===== src/rtl/rom_arbiter_pkg.sv =====
// Shared types for the ROM arbiter: data word, ROM byte address, word-offset
// size and the arbiter response state encoding.
`ifndef ROM_ARBITER_PKG_SV
`define ROM_ARBITER_PKG_SV

// Word index of a byte address.
`define WORD_ADDRESS(addr) ((addr) >> rom_arbiter_pkg::WORD_ADDRESS_SIZE)

package rom_arbiter_pkg;

    localparam int unsigned WORD_WIDTH        = 32;
    localparam int unsigned ROM_ADDRESS_WIDTH = 12;
    localparam int unsigned WORD_ADDRESS_SIZE = 2;

    typedef logic [WORD_WIDTH-1:0]        Word;
    typedef logic [ROM_ADDRESS_WIDTH-1:0] RomAddress;

    typedef enum logic [1:0] {
        IDLE    = 2'd0,
        RESP_IF = 2'd1,
        RESP_LS = 2'd2
    } RomArbState;

    // True when the byte address is not word aligned.
    function automatic logic is_misaligned(RomAddress addr);
        return addr[WORD_ADDRESS_SIZE-1:0] != '0;
    endfunction

endpackage

`endif


===== src/rtl/rom_arb_priority.sv =====
// Fetch vs load/store priority select. Load/store normally wins; after
// STREAK_MAX consecutive contended load/store grants, fetch is forced through.
module rom_arb_priority
    import rom_arbiter_pkg::*;
#(
    parameter int unsigned STREAK_MAX = 4
) (
    input  logic clk,
    input  logic rst_n,
    input  logic if_req,
    input  logic ls_req,
    output logic if_sel,
    output logic ls_sel
);

    localparam int unsigned STREAK_WIDTH = $clog2(STREAK_MAX + 1);

    logic [STREAK_WIDTH-1:0] streak_q, streak_d;
    logic                    streak_full;

    // Grant select and next streak count.
    always_comb begin
        streak_full = (streak_q == STREAK_WIDTH'(STREAK_MAX));
        ls_sel      = ls_req && !(if_req && streak_full);
        if_sel      = if_req && !ls_sel;
        streak_d    = streak_q;
        // Streak only counts cycles where fetch was actually kept waiting.
        if (!if_req || if_sel) begin
            streak_d = '0;
        end else if (ls_sel && !streak_full) begin
            streak_d = streak_q + 1'b1;
        end
    end

    // Streak register.
    always_ff @(posedge clk or negedge rst_n) begin
        if (!rst_n) begin
            streak_q <= '0;
        end else begin
            streak_q <= streak_d;
        end
    end

endmodule


===== src/rtl/rom_arbiter.sv =====
// Two-port arbiter in front of a single combinational ROM read port.
// Grants are combinational; responses come exactly one cycle after the grant.
module rom_arbiter
    import rom_arbiter_pkg::*;
#(
    parameter int unsigned STREAK_MAX = 4
) (
    input  logic      clk,
    input  logic      rst_n,
    input  logic      if_req,
    input  RomAddress if_addr,
    output logic      if_gnt,
    output logic      if_rvalid,
    output Word       if_rdata,
    output logic      if_err,
    input  logic      ls_req,
    input  RomAddress ls_addr,
    output logic      ls_gnt,
    output logic      ls_rvalid,
    output Word       ls_rdata,
    output logic      ls_err,
    output RomAddress rom_address,
    input  Word       rom_out
);

    RomArbState state;
    logic       rom_mis;

    rom_arb_priority #(
        .STREAK_MAX(STREAK_MAX)
    ) u_priority (
        .clk   (clk),
        .rst_n (rst_n),
        .if_req(if_req),
        .ls_req(ls_req),
        .if_sel(if_gnt),
        .ls_sel(ls_gnt)
    );

    // ROM address follows the granted port, zero when idle.
    always_comb begin
        rom_address = '0;
        if (if_gnt) begin
            rom_address = if_addr;
        end else if (ls_gnt) begin
            rom_address = ls_addr;
        end
        rom_mis = is_misaligned(rom_address);
    end

    // Response FSM: captures ROM data at the grant edge, registered outputs.
    always_ff @(posedge clk or negedge rst_n) begin
        if (!rst_n) begin
            state    <= IDLE;
            if_rdata <= '0;
            if_err   <= 1'b0;
            ls_rdata <= '0;
            ls_err   <= 1'b0;
        end else begin
            if_rdata <= '0;
            if_err   <= 1'b0;
            ls_rdata <= '0;
            ls_err   <= 1'b0;
            if (if_gnt) begin
                state    <= RESP_IF;
                if_err   <= rom_mis;
                if_rdata <= rom_mis ? '0 : rom_out;
            end else if (ls_gnt) begin
                state    <= RESP_LS;
                ls_err   <= rom_mis;
                ls_rdata <= rom_mis ? '0 : rom_out;
            end else begin
                state <= IDLE;
            end
        end
    end

    // Valid strobes decoded from the response state.
    always_comb begin
        if_rvalid = (state == RESP_IF);
        ls_rvalid = (state == RESP_LS);
    end

endmodule


===== config.mk =====
export PLATFORM = sky130hd
export DESIGN_NAME = rom_arbiter
export DESIGN_NICKNAME = d
export VERILOG_FILES = /design/src/rtl/rom_arbiter_pkg.sv /design/src/rtl/rom_arb_priority.sv /design/src/rtl/rom_arbiter.sv
export SDC_FILE = /design/constraint.sdc
export NUM_CORES = 1
export LEC_CHECK = 0
export ABC_AREA = 0
export CAP_MARGIN = 10
export CORE_MARGIN = 1.5
export CORE_UTILIZATION = 43
export CTS_CLUSTER_SIZE = 12
export DETAILED_ROUTE_END_ITERATION = 6
export PLACE_DENSITY = 0.85
export SYNTH_ARGS = -nofsm -noshare
export SYNTH_HDL_FRONTEND = slang
export SYNTH_SLANG_ARGS = --single-unit

===== constraint.sdc =====
create_clock -name clk -period 5.7 [get_ports clk]
set_clock_uncertainty 0.1 [all_clocks]
set_input_delay 1.71 -clock clk [delete_from_list [all_inputs] [get_ports clk]]
set_output_delay 1.71 -clock clk [all_outputs]
set_load 0.005 [all_outputs]

==> results of run 1 <==
## registers in the layout, summed over array words and instances (netlist names)
register             cells
if_err                   1
ls_err                   1
u_priority.streak_q      3
ls_rdata                32
state                    2
if_rdata                32
## layer usage
metal	wire length, um	vias up
met3	542	10
met2	3580	113
met5	0	-
met4	121	0
li1	-	1075
met1	2670	1115
## power breakdown
| part | leakage [uW] | total, uW | switching (uW) | internal [uW] |
|---|---|---|---|---|
| sequential | 0.000973 | 518 | 3.50 | 515 |
| combinational | 0.00106 | 138 | 55.5 | 82.9 |
| clock | 0.000103 | 392 | 180 | 212 |
| total | 0.00214 | 1050 | 239 | 810 |
## cells in the mapped netlist
master	instances
buf_6	1
and3_4	1
nor2b_1	5
a21oi_1	1
nor3b_1	3
o22ai_1	12
nand2_1	26
buf_8	2
ha_1	2
clkbuf_2	1
nor2_1	2
and4_1	1
buf_2	7
or3b_2	1
and4b_1	64
nand2b_1	1
buf_4	2
clkbuf_1	12
a21boi_4	1
dfrtp_1	71
inv_1	2
## layout make-up
cell class	instances	area share
clock inverters	5	0.0128
well taps	77	0.0214
clock buffers	10	0.0306
repair buffers	148	0.324
flip-flops and latches	71	0.395
multi-input cells	120	0.214
inverters	2	0.00167
## worst max path at each step
stage	to	slack (ps)	depth (start not counted)
after CTS	rom_address[4]	390	4
after global routing	rom_address[8]	290	4
final	rom_address[4]	410	4
after floorplan	rom_address[0]	1590	4
after detailed placement	rom_address[4]	400	4
after global placement	rom_address[11]	460	4
## metrics by stage
stage	std cells	hold slack [ps]
6_report	433	377
5_1_grt	433	406
4_1_cts	433	377
3_5_place_dp	418	369
3_3_place_gp	418	363
2_1_floorplan	218	336
## kinds of logic after synthesis
| kind of cell | Yosys count | share of synthesized area |
|---|---|---|
| AO/OA/AOI/OAI | 14 | 0.0343 |
| adder cells (fa/ha/maj) | 2 | 0.00868 |
| buffers and inverters | 27 | 0.0516 |
| flip-flops | 71 | 0.616 |
| AND/OR/NAND/NOR | 104 | 0.289 |
==> impl_metrics.tcl, run 1 <==
set metrics [dict create \
    outcome "complete, but fails checks" \
    violations "DRC" \
    synth.area.top_cells "dfrtp_1, and4b_1, nand2_1" \
    crit_path_frequent_cell "clkdlybuf4s50_1" \
    path_clk_slew_ps 70 \
    synth_top_cell_by_area "dfrtp_1" \
    io_pins 142 \
    grt_usage 0.202 \
    post_cts_resized 0 \
    layout_common_cells "clkdlybuf4s50_1, dfrtp_1, and4b_1" \
    cp_slowest_cell "clkdlybuf4s50_1" \
    antenna_left 0 \
    cts_tree "done" \
    power-per-cell-area_nw_per_um2 233 \
    utilization 0.700 \
    wl_per_cell_um 16.0 \
    hold_viol 0 \
    hold_path_depth 1 \
    post_cts_buffers 0 \
    grt_max_degree 49 \
    worst_ep_required_time_ps 3890 \
    grt_overflow_total 0 \
    drv_slew 0 \
    core_area_um2 6420 \
    htreeDepth 3 \
    p_leak_uw 0.00214 \
    gr-max-usage-layer "met2" \
    drc 10 \
    syn_area_per_cell_um2 13.2 \
    cp.arrival_ps 3480 \
    rr_endpoint "if_rdata[28]" \
    wirelength_mm 6.92 \
    antenna_found_initial 0 \
    die_w_um 84.9 \
    reg2reg_depth 5 \
    die_height_um 84.9 \
    syn_inst 218 \
    drt_iter0_drc 136 \
    finalCritPeriodShare 0.929 \
    crit_start "ls_req" \
    drv_cap 0 \
    start_util 0.449 \
    gp_congestion 0.762 \
    path_buf_inv 2 \
    fillerInstances 460 \
    fin_area_um2 4500 \
    first_global_vias 2280 \
    multi_input_area_um2 963 \
    grt_pass1_wl_mm 11.3 \
    ir_drop_uv 112 \
    period_needed_ps 5290 \
    setup_tns_ps 0 \
    insertedDiodeCount 0 \
    synth_nets 280 \
    synth_cell_types 21 \
    area_growth_pct 56.0 \
    min_path_type "reg -> reg" \
    ys_ff_latch 71 \
    insertion_delay_ps 330 \
    row_count 29 \
    end_kind "output pin" \
    synth_seq_area_share 0.616 \
    finalSetupViolations 0 \
    syn_area_um2 2880 \
    firstDrtPassIters 6 \
    synth.top_cell.area_share 0.616 \
    worstHoldEndpoint "u_priority.streak_q[0]" \
    max_slew.worst_pin.slew_ps 1100 \
    post-place-ws_ps 401 \
    reg2reg_from "u_priority.streak_q[0]" \
    hp-start "u_priority.streak_q[0]" \
    fmax_ghz 0.189 \
    dpl_cell_area_um2 4300 \
    yosys_warnings 0 \
    drive_gt1_frac 0.0787 \
    ff_latch_area_um2 1780 \
    final_nets 414 \
    rsz0062_at_grt "false" \
    layout_setup_ws_ps 407 \
    dieArea_um2 7210 \
    cpLargestDelayFamily "buffers and inverters" \
    reg2reg_slack_ps 3870 \
    hold_buffers 0 \
    cp_max_fo 18 \
    worstPathCellList "clkdlybuf4s50_1 -> a21boi_4 -> o22ai_1 -> clkdlybuf4s50_1" \
    slew-limit-headroom 0.266 \
    final_common_cell "clkdlybuf4s50_1" \
    met1_usage 0.241 \
    crit_path_start_kind "primary input" \
    cts.path.max_buffers 2 \
    port_buffers 141 \
    crit_type "in -> out" \
    cpPeakStageDelay_ps 650 \
    total_power_uw 1050 \
    vias 2313 \
    numCtsBuffers 9 \
    vias_per_cell 5.34 \
    root_buffer "clkbuf_8" \
    dp_hpwl_mm 4.81 \
    use_met2 0.345 \
    met3_usage 0.0623 \
    clock-sinks 71 \
]
Note: power is estimated with default switching activity, not from simulation.
==> run 2: changes to the inputs <==
--- a/config.mk
+++ b/config.mk
@@ -11,7 +11,8 @@
 export CORE_UTILIZATION = 43
 export CTS_CLUSTER_SIZE = 12
 export DETAILED_ROUTE_END_ITERATION = 6
-export PLACE_DENSITY = 0.85
+export PLACE_DENSITY = 0.89
+export SLEW_MARGIN = 30
 export SYNTH_ARGS = -nofsm -noshare
 export SYNTH_HDL_FRONTEND = slang
 export SYNTH_SLANG_ARGS = --single-unit
==> constraint.sdc (replaced) <==
create_clock -name clk -period 5.7 [get_ports clk]
set_clock_uncertainty 0.1 [all_clocks]
set_input_delay 1.71 -clock clk [delete_from_list [all_inputs] [get_ports clk]]
set_output_delay 1.71 -clock clk [all_outputs]
set_load 0.02 [all_outputs]
==> run 2 against run 1 <==
The run still ends with DRC left. Routed wire length is 7.2% higher. Total power grew 5.5%. Non-clock buffer count increased by 1. Largest cell class unchanged.
==> impl_metrics.tcl, run 2 (synthesis gave the netlist of run 1 again) <==
set metrics [dict create \
    outcome "complete, but fails checks" \
    violations "DRC" \
    grt_pass1_wl_mm 12.2 \
    numCtsBuffers 9 \
    dp_hpwl_mm 5.08 \
    crit_path_start_kind "primary input" \
    final_common_cell "clkdlybuf4s50_1" \
    firstDrtPassIters 7 \
    core_area_um2 6420 \
    post_cts_resized 0 \
    ir_drop_uv 118 \
    grt_overflow_total 0 \
    fmax_ghz 0.189 \
    die_height_um 84.9 \
    insertedDiodeCount 0 \
    ff_latch_area_um2 1780 \
    post_cts_buffers 0 \
    reg2reg_slack_ps 3860 \
    slew-limit-headroom 0.585 \
    clock-sinks 71 \
    vias 2314 \
    drive_gt1_frac 0.0812 \
    drv_cap 0 \
    path_clk_slew_ps 60 \
    multi_input_area_um2 973 \
    area_growth_pct 57.2 \
    end_kind "output pin" \
    finalCritPeriodShare 0.928 \
    final_nets 415 \
    worst_ep_required_time_ps 3890 \
    first_global_vias 2403 \
    fillerInstances 470 \
    start_util 0.449 \
    layout_common_cells "clkdlybuf4s50_1, dfrtp_1, and4b_1" \
    period_needed_ps 5290 \
    antenna_left 0 \
    wirelength_mm 7.42 \
    htreeDepth 3 \
    power-per-cell-area_nw_per_um2 244 \
    grt_usage 0.221 \
    placed_cells 419 \
    wl_per_cell_um 17.1 \
    io_pins 142 \
    drv_slew 0 \
    grt_max_degree 72 \
    post-place-ws_ps 418 \
    setup_tns_ps 0 \
    cp.arrival_ps 3480 \
    min_path_type "reg -> reg" \
    max_slew.worst_pin.slew_ps 621 \
    port_buffers 141 \
    crit_type "in -> out" \
    hold_buffers 0 \
    rsz0062_at_grt "false" \
    finalSetupViolations 0 \
    gp_congestion 0.710 \
    cp_max_fo 48 \
    fin_cells 434 \
    p_leak_uw 0.00215 \
    dieArea_um2 7210 \
    drt_iter0_drc 114 \
    root_buffer "clkbuf_8" \
    insertion_delay_ps 330 \
    antenna_found_initial 0 \
    layout_setup_ws_ps 411 \
    cts_tree "done" \
    hold_viol 0 \
    top_regs "if_rdata x32, ls_rdata x32, u_priority.streak_q x3" \
    cts.path.max_buffers 2 \
    vias_per_cell 5.33 \
    drc 10 \
    utilization 0.706 \
    die_w_um 84.9 \
    row_count 29 \
]
==> run 2: final timing paths <==
check | start | endpoint | depth (start not counted)
max | if_req | rom_address[5] | 5
min | u_priority.streak_q[0] | u_priority.streak_q[0] | 1
max reg2reg | u_priority.streak_q[0] | ls_rdata[20] | 5
min reg2reg | u_priority.streak_q[0] | u_priority.streak_q[0] | 1
max in group asynchronous | rst_n | ls_rdata[4] | 2
min in group asynchronous | rst_n | if_rdata[19] | 2
==> run 2: critical path, cell delays in order <==
cell	delay [ps]
clkdlybuf4s50_1	470
buf_4	390
nand2_1	100
o22ai_1	170
clkdlybuf4s50_1	640
==> run 2: layout make-up <==
class,instances,area share
Sequential cell,71,0.392
Timing Repair Buffer,149,0.324
Multi-Input combinational cell,120,0.215
Clock buffer,9,0.0273
Tap cell,77,0.0212
Clock inverter,6,0.0190
Inverter,2,0.00166
==> run 2: per-layer routing <==
metal | global-route usage | vias to the layer above | wire length (um)
met5 | 0 | - | 0
met3 | 0.0564 | 14 | 455
met2 | 0.369 | 106 | 3750
met4 | 0.0894 | 0 | 137
met1 | 0.276 | 1119 | 3080
li1 | - | 1075 | -
==> run 2: through the flow <==
step | hold WS (ps) | instance area (um^2) | total power (uW)
CTS | 375 | 4520 | 1120
floorplan | 336 | 2880 | 589
global placement | 351 | 4310 | 685
finish | 369 | 4530 | 1110
detailed placement | 370 | 4310 | 690
global route | 406 | 4530 | 1160
==> run 2: power breakdown <==
group | switching (uW) | internal, uW | leakage [uW]
clock network | 182 | 243 | 0.000105
registers | 3.92 | 515 | 0.000973
logic | 77.9 | 83.9 | 0.00107
total | 264 | 842 | 0.00215
==> run 3: changes to the inputs <==
--- a/config.mk
+++ b/config.mk
@@ -11,7 +11,7 @@
 export CORE_UTILIZATION = 43
 export CTS_CLUSTER_SIZE = 12
 export DETAILED_ROUTE_END_ITERATION = 6
-export PLACE_DENSITY = 0.89
+export PLACE_DENSITY_LB_ADDON = 0.12
 export SLEW_MARGIN = 30
 export SYNTH_ARGS = -nofsm -noshare
 export SYNTH_HDL_FRONTEND = slang
==> run 3 against run 2 <==
The run still ends with DRC left. Combinational power is essentially flat. Sequential cell count unchanged. Clock-buffer cell count stayed put. First-iteration DRC count is 11% lower. Utilization fell by 0.37 points. Worst setup slack better by 50 ps. Global-route usage about the same. Non-clock buffer count shrank 1. Via count increased by 0.78%. Critical path depth is the same. Register-to-register slack lost 50 ps. Critical path type unchanged. Largest power group unchanged.
==> impl_metrics.tcl, run 3 (synthesis gave the netlist of run 1 again) <==
set metrics [dict create \
    crit_path_frequent_cell "clkdlybuf4s50_1" \
    dp_hpwl_mm 5.06 \
    setup_tns_ps 0 \
    cpLargestDelayFamily "buffers and inverters" \
    worst_ep_required_time_ps 3890 \
    drive_gt1_frac 0.0812 \
    cp_slowest_cell "clkdlybuf4s50_1" \
    fillerInstances 464 \
    slew-limit-headroom 0.528 \
    drv_cap 0 \
    wl_per_cell_um 17.4 \
    power-per-cell-area_nw_per_um2 239 \
    numCtsBuffers 9 \
    max_slew.worst_pin.slew_ps 708 \
    grt_overflow_total 0 \
    grt_pass1_wl_mm 12.3 \
    grt_max_degree 40 \
    antenna_left 0 \
    root_buffer "clkbuf_8" \
    start_util 0.449 \
    insertedDiodeCount 0 \
    fin_cells 434 \
    port_buffers 141 \
    placed_cells 418 \
    top_layer "met4" \
    grt_usage 0.221 \
    cp_max_fo 31 \
    path_clk_slew_ps 70 \
    utilization 0.702 \
    clock-sinks 71 \
    final_nets 414 \
    top_regs "if_rdata x32, ls_rdata x32, u_priority.streak_q x3" \
    crit_path_start_kind "primary input" \
    end_kind "output pin" \
    cpPeakStageDelay_ps 660 \
    routed-wl-met3_um 541 \
    ir_drop_uv 156 \
    worstPathCellList "clkdlybuf4s50_1 -> buf_4 -> nand2_1 -> o22ai_1 -> clkdlybuf4s50_1" \
    finalCritPeriodShare 0.919 \
    gp_congestion 0.697 \
    cts.path.max_buffers 2 \
    period_needed_ps 5240 \
    violations "DRC" \
    crit_type "in -> out" \
    hold_viol 0 \
    drt_iter0_drc 102 \
    final_common_cell "clkdlybuf4s50_1" \
    insertion_delay_ps 340 \
    area_growth_pct 56.4 \
    row_count 29 \
    first_global_vias 2456 \
    wirelength_mm 7.57 \
    finalSetupViolations 0 \
    outcome "complete, but fails checks" \
    total_power_uw 1080 \
    met2_length_mm 3.83 \
    p_leak_uw 0.00213 \
    post_cts_buffers 0 \
    vias_per_cell 5.37 \
    htreeDepth 3 \
    die_height_um 84.9 \
    hold_buffers 0 \
    firstDrtPassIters 6 \
    cts_tree "done" \
    dieArea_um2 7210 \
    vias 2332 \
    met1_length_mm 3.05 \
    layout_common_cells "clkdlybuf4s50_1, dfrtp_1, and4b_1" \
    path_buf_inv 3 \
    drv_slew 0 \
    core_area_um2 6420 \
    rsz0062_at_grt "false" \
    post_cts_resized 0 \
    min_path_type "reg -> reg" \
    cp.arrival_ps 3430 \
    drc 11 \
    fmax_ghz 0.191 \
    antenna_found_initial 0 \
    io_pins 142 \
    die_w_um 84.9 \
]
[run 3: power breakdown]
| part | total, uW | leakage (uW) | switching [uW] | internal [uW] |
|---|---|---|---|---|
| clock | 396 | 0.0000875 | 195 | 202 |
| sequential | 518 | 0.000973 | 3.62 | 515 |
| combinational | 162 | 0.00107 | 78.7 | 83.1 |
| total | 1080 | 0.00213 | 277 | 799 |
[run 3: worst paths after layout]
path / from / endpoint / slack, ps / cells after the start
min in group asynchronous: rst_n / if_rdata[8] / 1310 / 1
max: if_req / rom_address[3] / 460 / 5
max in group asynchronous: rst_n / if_rdata[30] / 3230 / 2
min: u_priority.streak_q[0] / u_priority.streak_q[0] / 370 / 1
max reg2reg: u_priority.streak_q[0] / if_rdata[7] / 3810 / 5
min reg2reg: u_priority.streak_q[0] / u_priority.streak_q[0] / 370 / 1
[run 3: area by class of cell]
type | instances | area (um^2) | area share
well taps | 77 | 96.3 | 0.0214
flip-flops and latches | 71 | 1780 | 0.394
inverters | 2 | 7.51 | 0.00166
multi-input cells | 120 | 973 | 0.216
clock inverters | 7 | 73.8 | 0.0164
clock buffers | 9 | 124 | 0.0275
repair buffers | 148 | 1460 | 0.323
[run 3: through the flow]
step | hold slack (ps) | setup WS, ps | instance area [um^2]
global route | 416 | 336 | 4510
global placement | 352 | 540 | 4300
detailed placement | 361 | 454 | 4310
CTS | 372 | 448 | 4510
floorplan | 336 | 1380 | 2880
finish | 371 | 460 | 4510
[run 3: metal layers]
layer  GRT usage  up-vias
li1            -     1076
met1       0.264     1137
met2       0.381      106
met3      0.0486       13
met4       0.104        0
met5           0        -
